## src/rtl/vend_change_dispenser.sv

```systemverilog
// vend_change_dispenser: queues change codes (change) in a FIFO and pays them out coin by coin over a coin_req/coin_sel/coin_ack ejector handshake; reports busy, sticky overflow/fault (cleared by clr_flags), paid_total and saturating vend_count
module vend_change_dispenser #(
  parameter int FIFO_DEPTH = 4,
  parameter int ACK_TIMEOUT = 15
) (
  input  logic       clk,
  input  logic       rst,
  input  logic       vend,
  input  logic [1:0] change,
  input  logic       clr_flags,
  input  logic       coin_ack,
  output logic       coin_req,
  output logic       coin_sel,
  output logic       busy,
  output logic       overflow,
  output logic       fault,
  output logic [7:0] paid_total,
  output logic [7:0] vend_count
);
  localparam int AW = $clog2(FIFO_DEPTH);
  localparam int TW = $clog2(ACK_TIMEOUT + 1);
  typedef enum logic [2:0] {IDLE, LOAD, ISSUE, WAIT_ACK, GAP} state_t;
  state_t state;
  logic [1:0] mem [FIFO_DEPTH];
  logic [AW-1:0] wr_ptr, rd_ptr;
  logic [AW:0] count;
  logic [1:0] pending;
  logic [TW-1:0] tmr;
  logic pop, accept, drop, ack, tmo;
  assign pop = state == LOAD;
  assign accept = |change && (count != (AW+1)'(FIFO_DEPTH) || pop);
  assign drop = |change && !accept;
  assign ack = state == WAIT_ACK && coin_ack;
  assign tmo = state == WAIT_ACK && !coin_ack && tmr == TW'(ACK_TIMEOUT - 1);
  assign busy = |count || state != IDLE;
  always_ff @(posedge clk)
    if (accept) mem[wr_ptr] <= change;
  always_ff @(posedge clk or posedge rst)
    if (rst) begin
      state <= IDLE;
      wr_ptr <= '0;
      rd_ptr <= '0;
      count <= '0;
      pending <= '0;
      tmr <= '0;
      coin_req <= 1'b0;
      coin_sel <= 1'b0;
      overflow <= 1'b0;
      fault <= 1'b0;
      paid_total <= '0;
      vend_count <= '0;
    end else begin
      if (accept) wr_ptr <= wr_ptr + 1'b1;
      if (pop) rd_ptr <= rd_ptr + 1'b1;
      count <= count + (AW+1)'(accept) - (AW+1)'(pop);
      overflow <= drop || (overflow && !clr_flags);
      fault <= tmo || (fault && !clr_flags);
      if (vend && vend_count != 8'hff) vend_count <= vend_count + 1'b1;
      case (state)
        IDLE: if (|count) state <= LOAD;
        LOAD: begin
          pending <= mem[rd_ptr];
          state <= ISSUE;
        end
        ISSUE: begin
          coin_req <= 1'b1;
          coin_sel <= pending[1];
          tmr <= '0;
          state <= WAIT_ACK;
        end
        WAIT_ACK:
          if (ack) begin
            pending <= coin_sel ? {1'b0, pending[0]} : {pending[1], 1'b0};
            paid_total <= paid_total + (coin_sel ? 8'd10 : 8'd5);
            coin_req <= 1'b0;
            state <= GAP;
          end else if (tmo) begin
            pending <= '0;
            coin_req <= 1'b0;
            state <= GAP;
          end else tmr <= tmr + 1'b1;
        GAP: state <= |pending ? ISSUE : IDLE;
        default: state <= IDLE;
      endcase
    end
endmodule

```

## config.mk

```make
export PLATFORM = sky130hd
export DESIGN_NAME = vend_change_dispenser
export DESIGN_NICKNAME = d
export VERILOG_FILES = /design/src/rtl/vend_change_dispenser.sv
export SDC_FILE = /design/constraint.sdc
export NUM_CORES = 1
export LEC_CHECK = 0
export ABC_AREA = 1
export ABC_CLOCK_PERIOD_IN_PS = 2200
export CAP_MARGIN = 25
export CORE_ASPECT_RATIO = 0.8
export CORE_UTILIZATION = 40
export CTS_BUF_LIST = sky130_fd_sc_hd__clkbuf_8
export CTS_CLUSTER_SIZE = 30
export DETAILED_ROUTE_END_ITERATION = 7
export GPL_ROUTABILITY_DRIVEN = 0
export PLACE_DENSITY_LB_ADDON = 0.08
export SLEW_MARGIN = 15
export SYNTH_ARGS = -nofsm -noshare
export SYNTH_HDL_FRONTEND = slang
export SYNTH_SLANG_ARGS = --single-unit
```

## constraint.sdc

```tcl
create_clock -name clk -period 2.2 [get_ports clk]
set_clock_uncertainty 0.2 [all_clocks]
set_input_delay 0.44 -clock clk [delete_from_list [all_inputs] [get_ports clk]]
set_output_delay 0.44 -clock clk [all_outputs]
set_load 0.01 [all_outputs]
```

### After elaboration in Yosys (flattened, before gate mapping)

Memories as Yosys holds them, arrays and structs flattened.
Index checks and enable logic that the tools add are counted.

| storage, ports and cells | value |
|---|---|
| flip-flop bits (word level) | 36 |
| bits in latches | 0 |
| RAM bits | 8 |
| memory bits (read-only) | 0 |
| input bits | 7 |
| output and inout port bits | 21 |
| logic and storage cells | 80 |
| memories | 1 |

| operators by class | value |
|---|---|
| $add $sub $neg | 7 |
| multiply operators | 0 |
| div/mod/pow operators | 0 |
| magnitude comparators | 0 |
| equality and inequality tests | 13 |
| shift operators | 0 |
| multiplexer cells | 18 |
| bitwise gates (word level) | 0 |
| reductions and logical operators | 28 |

Memories:

| memory | depth | bits a word | read ports | clocked after Yosys merged registers in | wr ports | RTL line | source |
|---|---|---|---|---|---|---|---|
| mem | 4 | 2 | 1 | 0 | 1 | 24 | `logic [1:0] mem [FIFO_DEPTH];` |

Operators by type and width:

| kind | count |
|---|---|
| 3-bit case mux with 5 select lines | 1 |
| 4-bit two-way mux | 3 |
| 3-bit != test (second input constant) | 4 |
| 3-bit two-way mux | 3 |
| 3-bit AND reduction | 3 |
| 8-bit by 1-bit adder with 8-bit output (second input constant) | 1 |
| 8-bit by 4-bit adder with 8-bit output | 1 |
| 1-bit logical AND | 8 |
| 2-bit two-way mux | 4 |
| 8-bit != test (second input constant) | 1 |
| 4-bit case mux with 2 select lines | 1 |
| 3-bit by 2-bit == test with 1-bit output (second input constant) | 2 |
| 2-bit != test (second input constant) | 3 |
| 2-bit AND reduction | 3 |
| 2-bit by 1-bit adder with 2-bit output (second input constant) | 2 |
| 4-bit by 1-bit adder with 4-bit output (second input constant) | 1 |
| 4-bit == test (second input constant) | 1 |
| 1-bit logical OR | 4 |
| 1-bit two-way mux | 4 |
| 2-bit case mux with 2 select lines | 1 |
| 2-bit nonzero test | 2 |
| 2-bit OR reduction | 2 |
| 3-bit by 1-bit adder with 3-bit output | 1 |
| 3-bit by 1-bit == test with 1-bit output (second input constant) | 1 |
| other kinds (7) | 9 |

### Longest topological paths before layout

Gate-level depths: netlist (run 1).

| logic depth | value |
|---|---|
| depth after elaboration | 6 |
| gate-level depth with buffers | 11 |
| gate-level depth less buffers | 11 |

### Worst setup path after synthesis (run 1)

No wires, ideal clock.

| path | value |
|---|---|
| path type | register to register |
| from | register state[2] |
| to | register count[2] |
| setup time | 0.123 ns |
| arrival time | 1.879 ns |
| required time | 1.877 ns |
| setup slack | -0.001 ns |
| stages on the path, launching flop included | 11 |
| path buffers | 0 |
| period minus slack after synthesis | 2.201 ns |
| path through | dfrtp_1 -> nor2_1 -> nand2_2 -> nand3_2 -> nand2_2 -> ha_1 -> inv_1 -> ha_1 -> inv_1 -> fa_1 -> xnor2_1 |

| between the ends | value |
|---|---|
| cells in the longest elaborated chain, start to end | 5 |

RTL lines:

| item | RTL line | source |
|---|---|---|
| start: declaration | 23 | `state_t state;` |
| start signal: assignment | 82 | `GAP: state <= \|pending ? ISSUE : IDLE;` |
| 3-bit by 1-bit == test with 1-bit output (*) | 30 | `assign pop = state == LOAD;` |
| 1-bit logical OR | 31 | `assign accept = \|change && (count != (AW+1)'(FIFO_DEPTH) \|\| pop);` |
| 1-bit logical AND | 31 |  |
| 3-bit by 1-bit adder with 3-bit output | 55 | `count <= count + (AW+1)'(accept) - (AW+1)'(pop);` |
| 3-bit by 1-bit subtractor with 3-bit output (*) | 55 |  |
| end signal: assignment | 55 |  |
| end: declaration | 26 | `logic [AW:0] count;` |

Every way passes the cells marked *; elsewhere a longest branch is shown, timed or not.
A chain may end at the register's enable or synchronous reset.

### Worst setup path after layout (run 1)

| path | value |
|---|---|
| from | input change[1] |
| to | register count[2] |

| between the ends | value |
|---|---|
| cells in the longest elaborated chain, start to end | 4 |

RTL lines:

| item | RTL line | source |
|---|---|---|
| start: declaration | 9 | `input logic [1:0] change,` |
| 2-bit OR reduction | 31 |  |
| 1-bit logical AND | 31 |  |
| 3-bit by 1-bit adder with 3-bit output | 55 |  |
| 3-bit by 1-bit subtractor with 3-bit output | 55 |  |

Every way passes these cells.

==> metrics.md, run 1 <==
| Metric | Value |
|---|---|
| Status | completed |
| Nets | about 320 |
| R2R setup slack | around 0.11 ns |
| Synth unique cells | 24 |
| Hold depth | 2 |
| EDFF count, synth | 8 |
| Comb pwr share | between 40% and 50% |
| # clock sinks | 44 |
| Leading register cell type out of synthesis | dfrtp_1 |
| CP Cell Sequence | clkdlybuf4s50_1, nor2_2, inv_2, nand2_2, ha_1, inv_1, ha_1, inv_1, fa_1, xnor2_1 |
| Critical Path Start Type | primary input |
| Int Pwr | ~2300 uW |
| IO Pins | 28 |
| Syn-to-layout area delta | 23.5% |
| Via count | around 1.7k |
| Final WL | about 4.2 mm |
| Vias in the first global route | 1622 |
| Seq/Total Area, Yosys | between 50% and 60% |
| DP HPWL | 3.08 mm |
| Antenna violations before repair | 0 |
| Synthesized Nets | around 280 |
| Synth top area share | about two fifths |
| Initial detailed-routing violation count | 95 |
| Setup crit end kind | flip-flop |
| Hold_sp | pending[0] |
| Flop pwr share | between 30% and 40% |
| #FFs+latches synth | 44 |
| Place WS | -0.266 ns |
| Hold Crit Class | reg -> reg |
| Core Region | ~5500 um^2 |
| Sw Pwr | about 1500 uW |
| Crit Reg-Reg Endpoint | count[2] |
| Fillers | 520 |
| CP bufs+invs | 4 |
| Setup TNS | 0 ns |
| Gr ovfl total | 0 |
| Req. time, crit path | between 2 and 2.5 ns |
| CTS root buf | clkbuf_8 |
| Path depth of the worst reg2reg path | 11 |
| Fin. max-slew vios | 0 |
| Commonest non-fill, non-tap cell in the layout | nand2_1 |
| Clock network fraction of total power | around 14% |
| Rows | 24 |
| Top cells by area, synth | dfrtp_1, nand2_1, edfxtp_1 |
| Hold Fails Final Rpt | 0 |
| Worst-skew pair later-pin latency | approximately 0.29 ns |
| Clk buf depth | 2 |
| Total iterations of the first detailed-routing run | 6 |
| Die area | between 6000 and 7000 um^2 |
| Drt drc | 0 |
| Hold EP | pending[0] |
| ANT cells | 0 |
| CTS tree | built |
| Worst path max stage delay | about 0.49 ns |
| Die Width | 86.4 um |
| Avg Inst Size Synth | around 8.7 um^2 |
| Tcrit/Tclk final | a little over nine tenths |
| Via-to-Cell Ratio | about 4.5 |
| Path type of the worst setup path | in -> reg |
| Final WS setup | about 0.064 ns |
| Crit-path leading delay family | adder cells |
| TritonCTS buffer count | 5 |
| Mean routed wirelength per cell | between 10 and 15 um |
| Port Buffer Count | 27 |
| RSZ-0062 raised after global routing | true |
| Post-route cell area | around 2800 um^2 |
| Number of max-cap violations | 0 |
| Launching point of the worst reg2reg path | state[0] |
| Critical path's slowest cell | clkdlybuf4s50_1 |
| Design Power | 3730 uW |
| FFs w/ async S/R, synth | 81.8% |
| Power density over the cells | between 1000 and 1500 nW/um^2 |
| First-pass GRT wire length | around 7.4 mm |
| Initial core utilization | roughly two fifths |
| Antenna Nets Post-Route | 0 |
| Setup violators final | 0 |
| Slew headroom | 69.0% |
| Worst slew pin tran | 0.465 ns |
| Synth area leader | dfrtp_1 |
| CP arrival | approximately 2.1 ns |
| CTS H-tree depth | 2 |
| Final Critical Period | between 2 and 2.5 ns |
| Synthesized area | about 2300 um^2 |
| VDD IR max | between 0.6 and 0.7 mV |
| F_max | around 470 MHz |
| Dpl cell area | between 2000 and 3000 um^2 |
| Clock slew at the register clock pins of the worst setup and hold paths | ~0.080 ns |
| CP Max Fanout | 2 |
| Die height | a little under 70 um |
| Synth warnings | 0 |
| Leakage | around 0.0014 uW |
| Post-Syn Instances | 261 |
| Share of cells above drive strength 1 | 9.90% |
| Commonest cells after routing, fill and taps aside | nand2_1, inv_1, dfrtp_1 |
| Total track usage | around 16% |
| Sw frac | 39.2% |
| Largest net degree at the start of global routing | 37 |
[worst register-to-register path, stage by stage (launching register included)]
cell     delay (ns)
dfrtp_1        0.39
inv_2          0.05
nor2_2         0.10
nand2_2        0.09
nand3_4        0.08
nand2_2        0.06
ha_1           0.28
inv_1          0.05
ha_1           0.13
inv_1          0.05
fa_1           0.37
xnor2_1        0.13
[logic make-up after synthesis]
kind of cell	share of synthesized area (%)
fa+ha+maj	8.90
simple gates	26.2
xor+xnor	5.38
flops	50.1
buf+inv	6.92
compound gates	2.53
[cell usage after synthesis (2+ instances only)]
master,instances
edfxtp_1,8
nand3b_1,3
xor2_1,5
o21ai_0,5
ha_1,13
dfrtp_1,36
nor2_1,20
nand4_1,2
nand2_1,80
inv_1,39
xnor2_1,9
nand3_1,24
nand2_2,4
or2_2,2
fa_1,2
[final cells by class]
cell class	count	area [um^2]	area share (%)
clock buffer	7	96.3	3.43
clock inverter	1	3.75	0.133
inverter	39	146	5.20
multi-input combinational	177	996	35.4
sequential	44	1140	40.6
tap	78	97.6	3.47
timing repair buffer	35	332	11.8
[per-stage QoR]
step / hold WS (ns) / util (%) / std cells
4_1_cts: 0.289 / 51.1 / 381
2_1_floorplan: 0.242 / - / 261
6_report: 0.289 / 51.5 / 381
5_1_grt: 0.309 / 51.5 / 381
3_3_place_gp: 0.268 / 49.3 / 373
3_5_place_dp: 0.263 / 49.3 / 373
[metal layers]
metal | global-route usage [%] | up-vias | part of all wire (%)
met5 | 0 | - | 0
met4 | 4.44 | 0 | 0.86
met3 | 3.21 | 4 | 2.9
met2 | 22.9 | 19 | 41
met1 | 23.8 | 787 | 55
li1 | - | 896 | -
[worst max path at each step]
stage / from / end / cells past startpoint
2_1_floorplan: state[2] / count[2] / 10
3_3_place_gp: change[1] / count[2] / 10
3_5_place_dp: change[1] / count[1] / 10
4_1_cts: change[1] / count[2] / 10
5_1_grt: change[1] / count[2] / 10
6_report: change[1] / count[2] / 10
[flip-flops by register name, indices dropped and copies added, names as in the netlist]
register and count:
count 3, paid_total 8, coin_req 1, pending 2, tmr 4, fault 1, overflow 1, vend_count 8
rd_ptr 2, mem 8, state 3, coin_sel 1, wr_ptr 2
[power groups by stage]
stage          sequential (uW)  clock [uW]  combinational (uW)
2_1_floorplan             1480           0                1080
3_3_place_gp              1450           0                1720
3_5_place_dp              1460           0                1740
4_1_cts                   1450         565                1750
5_1_grt                   1500         586                2000
6_report                  1450         539                1740
[timing repair]
action	4_1_cts	5_1_grt
cloned	0	0
pin swaps	0	2
setup buffers	0	0
endpoints found under the setup margin	1	3
resized for setup	1	7
hold buffers	0	0
(Power assumes the default switching activity.)
==> inputs of run 2 (changes only) <==
--- a/config.mk
+++ b/config.mk
@@ -14,7 +14,7 @@
 export CTS_CLUSTER_SIZE = 30
 export DETAILED_ROUTE_END_ITERATION = 7
 export GPL_ROUTABILITY_DRIVEN = 0
-export PLACE_DENSITY_LB_ADDON = 0.08
+export PLACE_DENSITY = 0.59
 export SLEW_MARGIN = 15
 export SYNTH_ARGS = -nofsm -noshare
 export SYNTH_HDL_FRONTEND = slang
==> run 2 against run 1 <==
Net effect: via count is 0.29% higher; sequential share of layout area is 0.36 points lower; sequential power about the same; highest routed layer unchanged; largest cell class unchanged; fmax up 1.2%.
==> metrics.md, run 2 (synthesis results as in run 1) <==
| Metric | Value |
|---|---|
| CP arrival | 2.09 ns (was 2.11 ns) |
| Dpl cell area | 2700 um^2 (about the same) |
| Slew headroom | 67.7% (was 69.0%) |
| Setup crit end kind | flip-flop (unchanged) |
| Place WS | -0.297 ns (was -0.266 ns) |
| Tcrit/Tclk final | 96.0% (was 97.1%) |
| TritonCTS buffer count | 5 (unchanged) |
| Worst path max stage delay | 0.40 ns (was 0.49 ns) |
| Final Critical Period | 2.11 ns (was 2.14 ns) |
| Vias in the first global route | 1561 (was 1622) |
| Largest net degree at the start of global routing | 37 (unchanged) |
| Setup TNS | 0 ns (unchanged) |
| Final Core Density | 51.9% (was 51.5%) |
| Setup violators final | 0 (unchanged) |
| # clock sinks | 44 (unchanged) |
| Die area | 6000 um^2 (unchanged) |
| Commonest cells after routing, fill and taps aside | nand2_1, inv_1, dfrtp_1 (unchanged) |
| Final WL | 4.22 mm (was 4.17 mm) |
| Via-to-Cell Ratio | 4.46 (was 4.48) |
| Initial detailed-routing violation count | 70 (was 95) |
| Antenna Nets Post-Route | 0 (unchanged) |
| Gr ovfl total | 0 (unchanged) |
| Status | completed (unchanged) |
| Largest regs | mem (8), paid_total (8), vend_count (8) (unchanged) |
| Leakage | 0.00143 uW (was 0.00141 uW) |
| ANT cells | 0 (unchanged) |
| Power density over the cells | 1320 nW/um^2 (was 1330 nW/um^2) |
| Hold depth | 2 (unchanged) |
| Hold EP | mem[3][1] (was pending[0]) |
| Rows | 24 (unchanged) |
| Share of cells above drive strength 1 | 10.5% (was 9.90%) |
| Critical Path Start Type | flip-flop (was primary input) |
| Syn-to-layout area delta | 24.6% (was 23.5%) |
| Nets | 327 (was 324) |
| Hold_sp | change[1] (was pending[0]) |
| Port Buffer Count | 27 (unchanged) |
| Die height | 69.5 um (unchanged) |
| F_max | 474 MHz (was 468 MHz) |
| DP HPWL | 3.04 mm (was 3.08 mm) |
| CP Max Fanout | 3 (was 2) |
| Initial core utilization | 41.7% (unchanged) |
| Req. time, crit path | 2.18 ns (was 2.17 ns) |
| Fin Hold WS | 0.275 ns (was 0.289 ns) |
| Die Width | 86.4 um (unchanged) |
| Via count | 1711 (was 1706) |
| CTS tree | built (unchanged) |
| Hold Crit Class | in -> reg (was reg -> reg) |
| Critical path's slowest cell | dfrtp_1 (was clkdlybuf4s50_1) |
| VDD IR max | 0.577 mV (was 0.676 mV) |
| Commonest non-fill, non-tap cell in the layout | nand2_1 (unchanged) |
| Mean routed wirelength per cell | 11.0 um (was 10.9 um) |
| Crit Reg-Reg Endpoint | count[2] (unchanged) |
| CP bufs+invs | 3 (was 4) |
| Clock slew at the register clock pins of the worst setup and hold paths | 0.09 ns (was 0.08 ns) |
| R2R setup slack | 0.09 ns (was 0.11 ns) |
| Number of max-cap violations | 0 (unchanged) |
| Post-route cell area | 2840 um^2 (was 2810 um^2) |
| Path type of the worst setup path | reg -> reg (was in -> reg) |
| Antenna violations before repair | 0 (unchanged) |
| Launching point of the worst reg2reg path | state[0] (unchanged) |
| Fin. max-slew vios | 0 (unchanged) |
| First-pass GRT wire length | 7.34 mm (was 7.42 mm) |
| Crit-path leading delay family | adder cells (unchanged) |
| Drt drc | 0 (unchanged) |
| Core Region | 5470 um^2 (unchanged) |
| Worst slew pin tran | 0.485 ns (was 0.465 ns) |
| Hold Fails Final Rpt | 0 (unchanged) |
| IO Pins | 28 (unchanged) |
| CTS H-tree depth | 2 (unchanged) |
| Total iterations of the first detailed-routing run | 4 (was 6) |
| Path depth of the worst reg2reg path | 11 (unchanged) |
| Clk buf depth | 2 (unchanged) |
| CP Cell Sequence | inv_2, nor2_4, nand2_4, nand3_4, nand2_2, ha_1, inv_1, ha_1, inv_1, fa_1, xnor2_1 (was clkdlybuf4s50_1, nor2_2, inv_2, nand2_2, ha_1, inv_1, ha_1, inv_1, fa_1, xnor2_1) |
| CTS root buf | clkbuf_8 (unchanged) |
| Worst-skew pair later-pin latency | 0.30 ns (was 0.29 ns) |
| Total track usage | 15.8% (about the same) |
| Final WS setup | 0.0890 ns (was 0.0643 ns) |
| Hold buffer count at CTS | 0 (unchanged) |
==> run 2: worst max path at each step <==
stage                          from  endpoint  slack (ns)  cells past startpoint
after floorplan            state[2]  count[2]        0.04                     10
after global placement    change[1]  count[2]       -0.25                     10
after detailed placement  change[1]  count[1]       -0.30                     10
after CTS                 change[1]  count[2]        0.02                     10
after global routing       state[0]  count[2]       -0.02                     11
final                      state[0]  count[2]        0.09                     11
==> run 2: repair_timing <==
| item | 4_1_cts | 5_1_grt |
|---|---|---|
| cloned | 0 | 0 |
| setup buffers | 0 | 2 |
| endpoints found under the setup margin | 1 | 3 |
| resized for setup | 1 | 8 |
==> run 2: layout make-up <==
class	instances	area (um^2)
flip-flops and latches	44	1140
clock inverters	3	23.8
inverters	39	146
clock buffers	5	68.8
repair buffers	38	357
multi-input cells	177	1000
fillers	543	2630
well taps	78	97.6
==> run 2: routing by layer <==
metal  vias up  track usage [%]  share of wire [%]
met5         -                0                  0
met4         0             4.44               0.64
met3         2             3.57                2.5
met2        17             22.1                 42
met1       791             24.2                 55
li1        901                -                  -
==> run 2: stage by stage <==
| step | instances | total power, uW |
|---|---|---|
| 2_1_floorplan | 261 | 2560 |
| 3_3_place_gp | 374 | 3180 |
| 3_5_place_dp | 374 | 3220 |
| 4_1_cts | 382 | 3750 |
| 5_1_grt | 384 | 4130 |
| 6_report | 384 | 3750 |
==> run 2: power breakdown <==
| group | leakage [uW] | internal, uW | switching (uW) |
|---|---|---|---|
| clock | 0.0000404 | 225 | 289 |
| combinational | 0.000861 | 850 | 940 |
| sequential | 0.000525 | 1160 | 293 |
==> run 2: worst reg2reg max path, cell delays in order, from the launching register on <==
cell and delay (ns):
dfrtp_1 0.40, inv_2 0.07, nor2_4 0.11, nand2_4 0.07, nand3_4 0.07, nand2_2 0.06, ha_1 0.28, inv_1 0.06
ha_1 0.13, inv_1 0.05, fa_1 0.38, xnor2_1 0.14
